## src/rtl/next_pc_predictor_if.sv

```systemverilog
// Fetch-side bundle between the pipeline and the next-PC predictor: lookup inputs,
// EX resolution feedback, and the next-PC / flush / statistics outputs.
interface next_pc_predictor_if;
  logic        stall;
  logic [31:0] current_pc;
  logic        ex_valid;
  logic [31:0] ex_pc;
  logic        ex_is_branch;
  logic        ex_taken;
  logic [31:0] ex_target;
  logic        ex_pred_taken;
  logic [31:0] ex_pred_target;
  logic [31:0] n_pc;
  logic        pc_en;
  logic        pred_taken;
  logic [31:0] pred_target;
  logic        flush;
  logic [15:0] mispredict_cnt;

  modport master (
    output stall, current_pc, ex_valid, ex_pc, ex_is_branch, ex_taken, ex_target,
           ex_pred_taken, ex_pred_target,
    input  n_pc, pc_en, pred_taken, pred_target, flush, mispredict_cnt
  );

  modport slave (
    input  stall, current_pc, ex_valid, ex_pc, ex_is_branch, ex_taken, ex_target,
           ex_pred_taken, ex_pred_target,
    output n_pc, pc_en, pred_taken, pred_target, flush, mispredict_cnt
  );
endinterface

```

## src/rtl/next_pc_predictor.sv

```systemverilog
// Next-PC generator: direct-mapped BTB with 2-bit saturating counters, zero-latency lookup,
// and same-cycle redirect/flush when EX resolves a mispredicted control transfer.
module next_pc_predictor #(
  parameter int unsigned ENTRIES  = 16,
  parameter logic [31:0] RESET_PC = 32'h0000_3000
) (
  input logic                 clk,
  input logic                 reset,
  next_pc_predictor_if.slave  bus
);

  localparam int unsigned IDX_W = $clog2(ENTRIES);
  localparam int unsigned TAG_W = 32 - IDX_W - 2;

  logic             valid_q  [ENTRIES];
  logic             valid_d  [ENTRIES];
  logic [TAG_W-1:0] tag_q    [ENTRIES];
  logic [TAG_W-1:0] tag_d    [ENTRIES];
  logic [31:0]      target_q [ENTRIES];
  logic [31:0]      target_d [ENTRIES];
  logic [1:0]       ctr_q    [ENTRIES];
  logic [1:0]       ctr_d    [ENTRIES];
  logic [15:0]      cnt_q, cnt_d;

  logic [IDX_W-1:0] lk_idx, ex_idx;
  logic [TAG_W-1:0] lk_tag, ex_tag;
  logic             lk_hit, ex_hit, lk_taken, redir;

  assign lk_idx = bus.current_pc[IDX_W+1:2];
  assign lk_tag = bus.current_pc[31:IDX_W+2];
  assign ex_idx = bus.ex_pc[IDX_W+1:2];
  assign ex_tag = bus.ex_pc[31:IDX_W+2];

  assign lk_hit   = valid_q[lk_idx] && (tag_q[lk_idx] == lk_tag);
  assign ex_hit   = valid_q[ex_idx] && (tag_q[ex_idx] == ex_tag);
  assign lk_taken = lk_hit && ctr_q[lk_idx][1];

  // Wrong direction, wrong target on a taken branch, or a BTB alias hit on a non-branch.
  assign redir = bus.ex_valid &&
                 ((bus.ex_is_branch && (bus.ex_taken != bus.ex_pred_taken)) ||
                  (bus.ex_is_branch && bus.ex_taken && bus.ex_pred_taken &&
                   (bus.ex_target != bus.ex_pred_target)) ||
                  (!bus.ex_is_branch && bus.ex_pred_taken));

  always_comb begin
    bus.pred_target = target_q[lk_idx];
    if (reset) begin
      bus.n_pc       = RESET_PC;
      bus.pc_en      = 1'b1;
      bus.flush      = 1'b0;
      bus.pred_taken = 1'b0;
    end else begin
      bus.pred_taken = lk_taken;
      bus.flush      = redir;
      bus.pc_en      = !bus.stall || redir;
      if (redir) begin
        bus.n_pc = (bus.ex_taken && bus.ex_is_branch) ? bus.ex_target : bus.ex_pc + 32'd4;
      end else if (lk_taken) begin
        bus.n_pc = target_q[lk_idx];
      end else begin
        bus.n_pc = bus.current_pc + 32'd4;
      end
    end
  end

  assign bus.mispredict_cnt = cnt_q;

  always_comb begin
    valid_d  = valid_q;
    tag_d    = tag_q;
    target_d = target_q;
    ctr_d    = ctr_q;
    if (bus.ex_valid) begin
      if (bus.ex_is_branch) begin
        if (ex_hit) begin
          if (bus.ex_taken) begin
            if (ctr_q[ex_idx] != 2'b11) ctr_d[ex_idx] = ctr_q[ex_idx] + 2'd1;
            target_d[ex_idx] = bus.ex_target;
          end else if (ctr_q[ex_idx] != 2'b00) begin
            ctr_d[ex_idx] = ctr_q[ex_idx] - 2'd1;
          end
        end else begin
          valid_d[ex_idx]  = 1'b1;
          tag_d[ex_idx]    = ex_tag;
          target_d[ex_idx] = bus.ex_target;
          ctr_d[ex_idx]    = bus.ex_taken ? 2'b10 : 2'b01;
        end
      end else if (bus.ex_pred_taken) begin
        valid_d[ex_idx] = 1'b0;
      end
    end
  end

  assign cnt_d = cnt_q + {15'd0, redir};

  always_ff @(posedge clk) begin
    if (reset) begin
      for (int i = 0; i < int'(ENTRIES); i++) begin
        valid_q[i]  <= 1'b0;
        tag_q[i]    <= '0;
        target_q[i] <= '0;
        ctr_q[i]    <= 2'b01;
      end
      cnt_q <= '0;
    end else begin
      valid_q  <= valid_d;
      tag_q    <= tag_d;
      target_q <= target_d;
      ctr_q    <= ctr_d;
      cnt_q    <= cnt_d;
    end
  end

endmodule

```

## src/flat_wrapper.sv

```systemverilog
// flat-port wrapper written by rule: the top's interface ports become plain ports
module next_pc_predictor_flat 
#(
  parameter int unsigned ENTRIES  = 16,
  parameter logic [31:0] RESET_PC = 32'h0000_3000
)
  (clk, reset, bus_stall, bus_current_pc, bus_ex_valid, bus_ex_pc, bus_ex_is_branch, bus_ex_taken, bus_ex_target, bus_ex_pred_taken, bus_ex_pred_target, bus_n_pc, bus_pc_en, bus_pred_taken, bus_pred_target, bus_flush, bus_mispredict_cnt);
  next_pc_predictor_if bus_i ();
  input logic clk;
  input logic reset;
  input wire logic [$bits(bus_i.stall)-1:0] bus_stall;
  input wire logic [$bits(bus_i.current_pc)-1:0] bus_current_pc;
  input wire logic [$bits(bus_i.ex_valid)-1:0] bus_ex_valid;
  input wire logic [$bits(bus_i.ex_pc)-1:0] bus_ex_pc;
  input wire logic [$bits(bus_i.ex_is_branch)-1:0] bus_ex_is_branch;
  input wire logic [$bits(bus_i.ex_taken)-1:0] bus_ex_taken;
  input wire logic [$bits(bus_i.ex_target)-1:0] bus_ex_target;
  input wire logic [$bits(bus_i.ex_pred_taken)-1:0] bus_ex_pred_taken;
  input wire logic [$bits(bus_i.ex_pred_target)-1:0] bus_ex_pred_target;
  output wire logic [$bits(bus_i.n_pc)-1:0] bus_n_pc;
  output wire logic [$bits(bus_i.pc_en)-1:0] bus_pc_en;
  output wire logic [$bits(bus_i.pred_taken)-1:0] bus_pred_taken;
  output wire logic [$bits(bus_i.pred_target)-1:0] bus_pred_target;
  output wire logic [$bits(bus_i.flush)-1:0] bus_flush;
  output wire logic [$bits(bus_i.mispredict_cnt)-1:0] bus_mispredict_cnt;
  assign bus_i.stall = bus_stall;
  assign bus_i.current_pc = bus_current_pc;
  assign bus_i.ex_valid = bus_ex_valid;
  assign bus_i.ex_pc = bus_ex_pc;
  assign bus_i.ex_is_branch = bus_ex_is_branch;
  assign bus_i.ex_taken = bus_ex_taken;
  assign bus_i.ex_target = bus_ex_target;
  assign bus_i.ex_pred_taken = bus_ex_pred_taken;
  assign bus_i.ex_pred_target = bus_ex_pred_target;
  assign bus_n_pc = bus_i.n_pc;
  assign bus_pc_en = bus_i.pc_en;
  assign bus_pred_taken = bus_i.pred_taken;
  assign bus_pred_target = bus_i.pred_target;
  assign bus_flush = bus_i.flush;
  assign bus_mispredict_cnt = bus_i.mispredict_cnt;
  next_pc_predictor #(.ENTRIES(ENTRIES), .RESET_PC(RESET_PC)) u_core (.clk(clk), .reset(reset), .bus(bus_i));
endmodule
```

## config.mk

```make
export PLATFORM = sky130hd
export DESIGN_NAME = next_pc_predictor_flat
export DESIGN_NICKNAME = d
export VERILOG_FILES = /design/src/rtl/next_pc_predictor_if.sv /design/src/rtl/next_pc_predictor.sv /design/src/flat_wrapper.sv
export SDC_FILE = /design/constraint.sdc
export NUM_CORES = 2
export LEC_CHECK = 0
export CORE_MARGIN = 5
export CORE_UTILIZATION = 60
export DETAILED_ROUTE_END_ITERATION = 10
export PLACE_DENSITY = 0.91
export SETUP_SLACK_MARGIN = 0.4
export SLEW_MARGIN = 30
export SYNTH_ARGS = -nofsm -noshare
export SYNTH_HDL_FRONTEND = slang
export SYNTH_SLANG_ARGS = --single-unit
```

## constraint.sdc

```tcl
create_clock -name clk -period 5.8 [get_ports clk]
set_input_delay 1.16 -clock clk [delete_from_list [all_inputs] [get_ports clk]]
set_output_delay 1.16 -clock clk [all_outputs]
set_load 0.02 [all_outputs]
```

==> results.py <==
metrics = {
    "sta": {
        "maxSlewViolCount": 0,
        "hold-worst-slack_ns": 0.4743,
        "slew_headroom_pct": 27.56,
        "period_needed_ns": 5.795,
        "fmax_mhz": 172.6,
        "fin_ws_ns": 0.005112,
        "worst_clock_skew_ns": 0.05454,
        "rsz0062_at_grt": "true",
        "hold_viol": 0,
        "period_share_pct": 99.91,
        "tightest_slew_ns": 1.087,
        "setup-violations-final": 0,
    },
    "clocking": {
        "clkLatencyLatePin_ns": 0.72,
        "cts_buffers": 102,
        "cts_sinks": 992,
        "htreeDepth": 3,
        "cts_root_buf": "clkbuf_16",
        "clock_path_buffers": 3,
        "path_clk_slew_ns": 0.06,
        "cts_tree": "yes",
    },
    "yosys": {
        "synthesis.instances": 4788,
        "synth_area_leader_cell": "dfxtp_1",
        "synth-edff-count": 0,
        "yosysSeqAreaShare_pct": 37.59,
        "ys_warn_count": 0,
        "avgSynthCellArea_um2": 11.03,
        "post-synth-top-count-cell": "mux2i_1",
        "syn_area_um2": 52830,
        "synth_top_area_share_pct": 37.59,
        "synth.distinct_cells": 73,
        "synth_ff_type": "dfxtp_1",
        "ys_top_cells_by_area": "dfxtp_1 38%, mux2i_1 20%, mux4_2 14%",
        "ys_ff_latch": 992,
        "synth_nets": 4932,
        "synthTopCellsByCount": "1,073 x mux2i_1, 992 x dfxtp_1, 992 x nand2b_1",
        "async_flop_share_pct": 0,
    },
    "setup_path": {
        "reg2reg_to": "u_core.target_q[451]",
        "rrSetupSlack_ns": 1.87,
        "crit_required_ns": 4.64,
        "r2r_cells": 12,
        "cp_max_fo": 8,
        "critPathCaptureType": "primary output",
        "crit_top_cell": "buf_12",
        "crit_type": "input port to primary output",
        "worstSetupStartpointType": "input port",
        "path_cells": "buf_16, buf_12, mux4_2, mux4_2, xnor2_2, o2111ai_2, a2111oi_2, buf_4, nand4_4, buf_12, nor2_4, buf_12, buf_12, mux2i_1, o22ai_1, buf_4, buf_6",
        "slowest_stage": "mux4_2",
        "r2r_start": "u_core.tag_q[209]",
        "crit_arrival_ns": 4.63,
        "max_stage_delay_ns": 0.57,
    },
    "cells_and_area": {
        "fin_util_pct": 70.58,
        "nets": 5103,
        "nFillCells": 5814,
        "postLayoutCellArea_um2": 61420,
        "layout-drive-gt1-share_pct": 19.61,
        "syn_to_final_growth_pct": 16.27,
        "layout.cells.non_filler": 6204,
    },
    "route": {
        "vias_per_cell": 6.711,
        "dr.first_iter.drc_count": 5740,
        "detail_route.wirelength_um": 180200,
        "first_pass_iters": 7,
        "avgRoutedWirePerCell_um": 29.04,
        "ant_nets": 0,
        "num_vias": 41633,
        "drc": 0,
    },
    "place": {
        "place_inst": 5995,
        "dp_slack_ns": -0.8401,
        "gp_congestion": 1.013,
        "place_area_um2": 57260,
        "io_buffer_count": 217,
        "dp_hpwl_um": 120900,
    },
    "floorplan": {
        "pin_count": 218,
        "chipWidth_um": 306.7,
        "die-height_um": 306.7,
        "core-area_um2": 87020,
        "die_area_um2": 94080,
        "start_util_pct": 60.71,
        "row_count": 108,
    },
    "worst_hold_path": {
        "whs_path_depth": 2,
        "hp-start": "u_core.target_q[77]",
        "hp-class": "flip-flop to flip-flop",
        "hold_end": "u_core.target_q[77]",
    },
    "grt": {
        "overflow": 0,
        "grt_pass1_wl_um": 266500,
        "antenna_found_initial": 3,
        "grt_max_degree": 214,
        "grt_usage_pct": 36.89,
        "grt_pass1_vias": 42364,
    },
    "flow_run": {
        "cap_violations": 0,
    },
    "power_and_ir_drop": {
        "leakage_nw": 27.41,
        "power.density_nw_per_um2": 250.1,
        "vdd_drop_max_v": 0.0002495,
    },
    "status": {
        "run_status": "finished clean",
    },
}
[power breakdown]
group	switching (mW)	internal, mW	leakage, nW
Sequential	0.0382	6.86	8.00
Combinational	0.929	0.652	17.7
Clock	2.99	3.89	1.68
[state kept, by name, indices dropped and copies added, names as in the netlist, named ones only]
signal,flops
u_core.ctr_q,32
u_core.bus.mispredict_cnt,16
u_core.tag_q,416
u_core.target_q,512
[metrics by stage]
stage                     power, mW   TNS, ns
after floorplan               7.922         0
after global placement        8.499    -23.18
after detailed placement      8.516    -23.03
after CTS                     15.29         0
after global routing          15.69  -0.05882
final                         15.37         0
[layer usage]
layer / up-vias / GRT usage [%] / routed length, um
met5: - / 0 / 11
met4: 2 / 20.10 / 11820
met3: 761 / 13.68 / 24230
met2: 2888 / 56.42 / 79060
met1: 20582 / 45.55 / 65070
li1: 17400 / - / -
[layout by cell type, fill, tap and decap left out, types with 73 or more instances in the layout]
master / n
buf_12: 76
buf_4: 248
clkbuf_16: 102
clkdlybuf4s50_1: 176
dfxtp_1: 992
mux2i_1: 1068
mux4_2: 333
nand2_1: 89
nand2b_1: 992
nor2_1: 80
o21ai_0: 73
xnor2_1: 79
[repair_timing]
action,4_1_cts,5_1_grt
pin swaps,27,18
gates cloned,4,0
endpoints found under the hold margin,0,0
gates resized for setup,186,54
setup buffers,10,1
hold buffers,0,0
setup endpoints to repair,50,34
[worst max-delay path: cells and delay by family]
family                 cells  cell delay, ns
buffers and inverters      8            1.24
AND/OR/NAND/NOR            2            0.19
AO/OA/AOI/OAI              3            0.52
XOR/XNOR                   1            0.22
multiplexers               3            1.28
[worst max-delay path by stage]
| stage | start | to | slack, ns |
|---|---|---|---|
| global route | bus_current_pc[2] | bus_n_pc[17] | -0.02 |
| global placement | bus_current_pc[2] | bus_n_pc[8] | -0.84 |
| detailed placement | bus_current_pc[2] | bus_n_pc[21] | -0.84 |
| CTS | bus_current_pc[2] | bus_n_pc[17] | 0.05 |
| floorplan | bus_current_pc[2] | bus_n_pc[17] | 0.40 |
| finish | bus_current_pc[2] | bus_n_pc[17] | 0.005 |
[cells by family (layout without fill, tap and decap cells)]
family / Yosys count / in the layout / synth area share [%]
AO/OA/AOI/OAI: 339 / 339 / 4.341
XOR/XNOR: 132 / 132 / 2.188
adder cells (fa/ha/maj): 9 / 9 / 0.2132
buffers and inverters: 500 / 756 / 4.867
other: 0 / 5 / 0
multiplexers: 1433 / 1433 / 35.11
flip-flops: 992 / 992 / 37.59
AND/OR/NAND/NOR: 1383 / 1383 / 15.69
[layout make-up]
type                            count  area (um^2)  area share (%)
Timing Repair Buffer              542         5749           9.360
Clock inverter                     49        624.3           1.016
Inverter                           25        100.1          0.1630
Multi-Input combinational cell   3296        30740           50.04
Tap cell                         1155         1445           2.353
Antenna cell                        5        12.51         0.02037
Sequential cell                   992        19860           32.33
Clock buffer                      140         2895           4.714
Power figures use the tool's default switching activity.
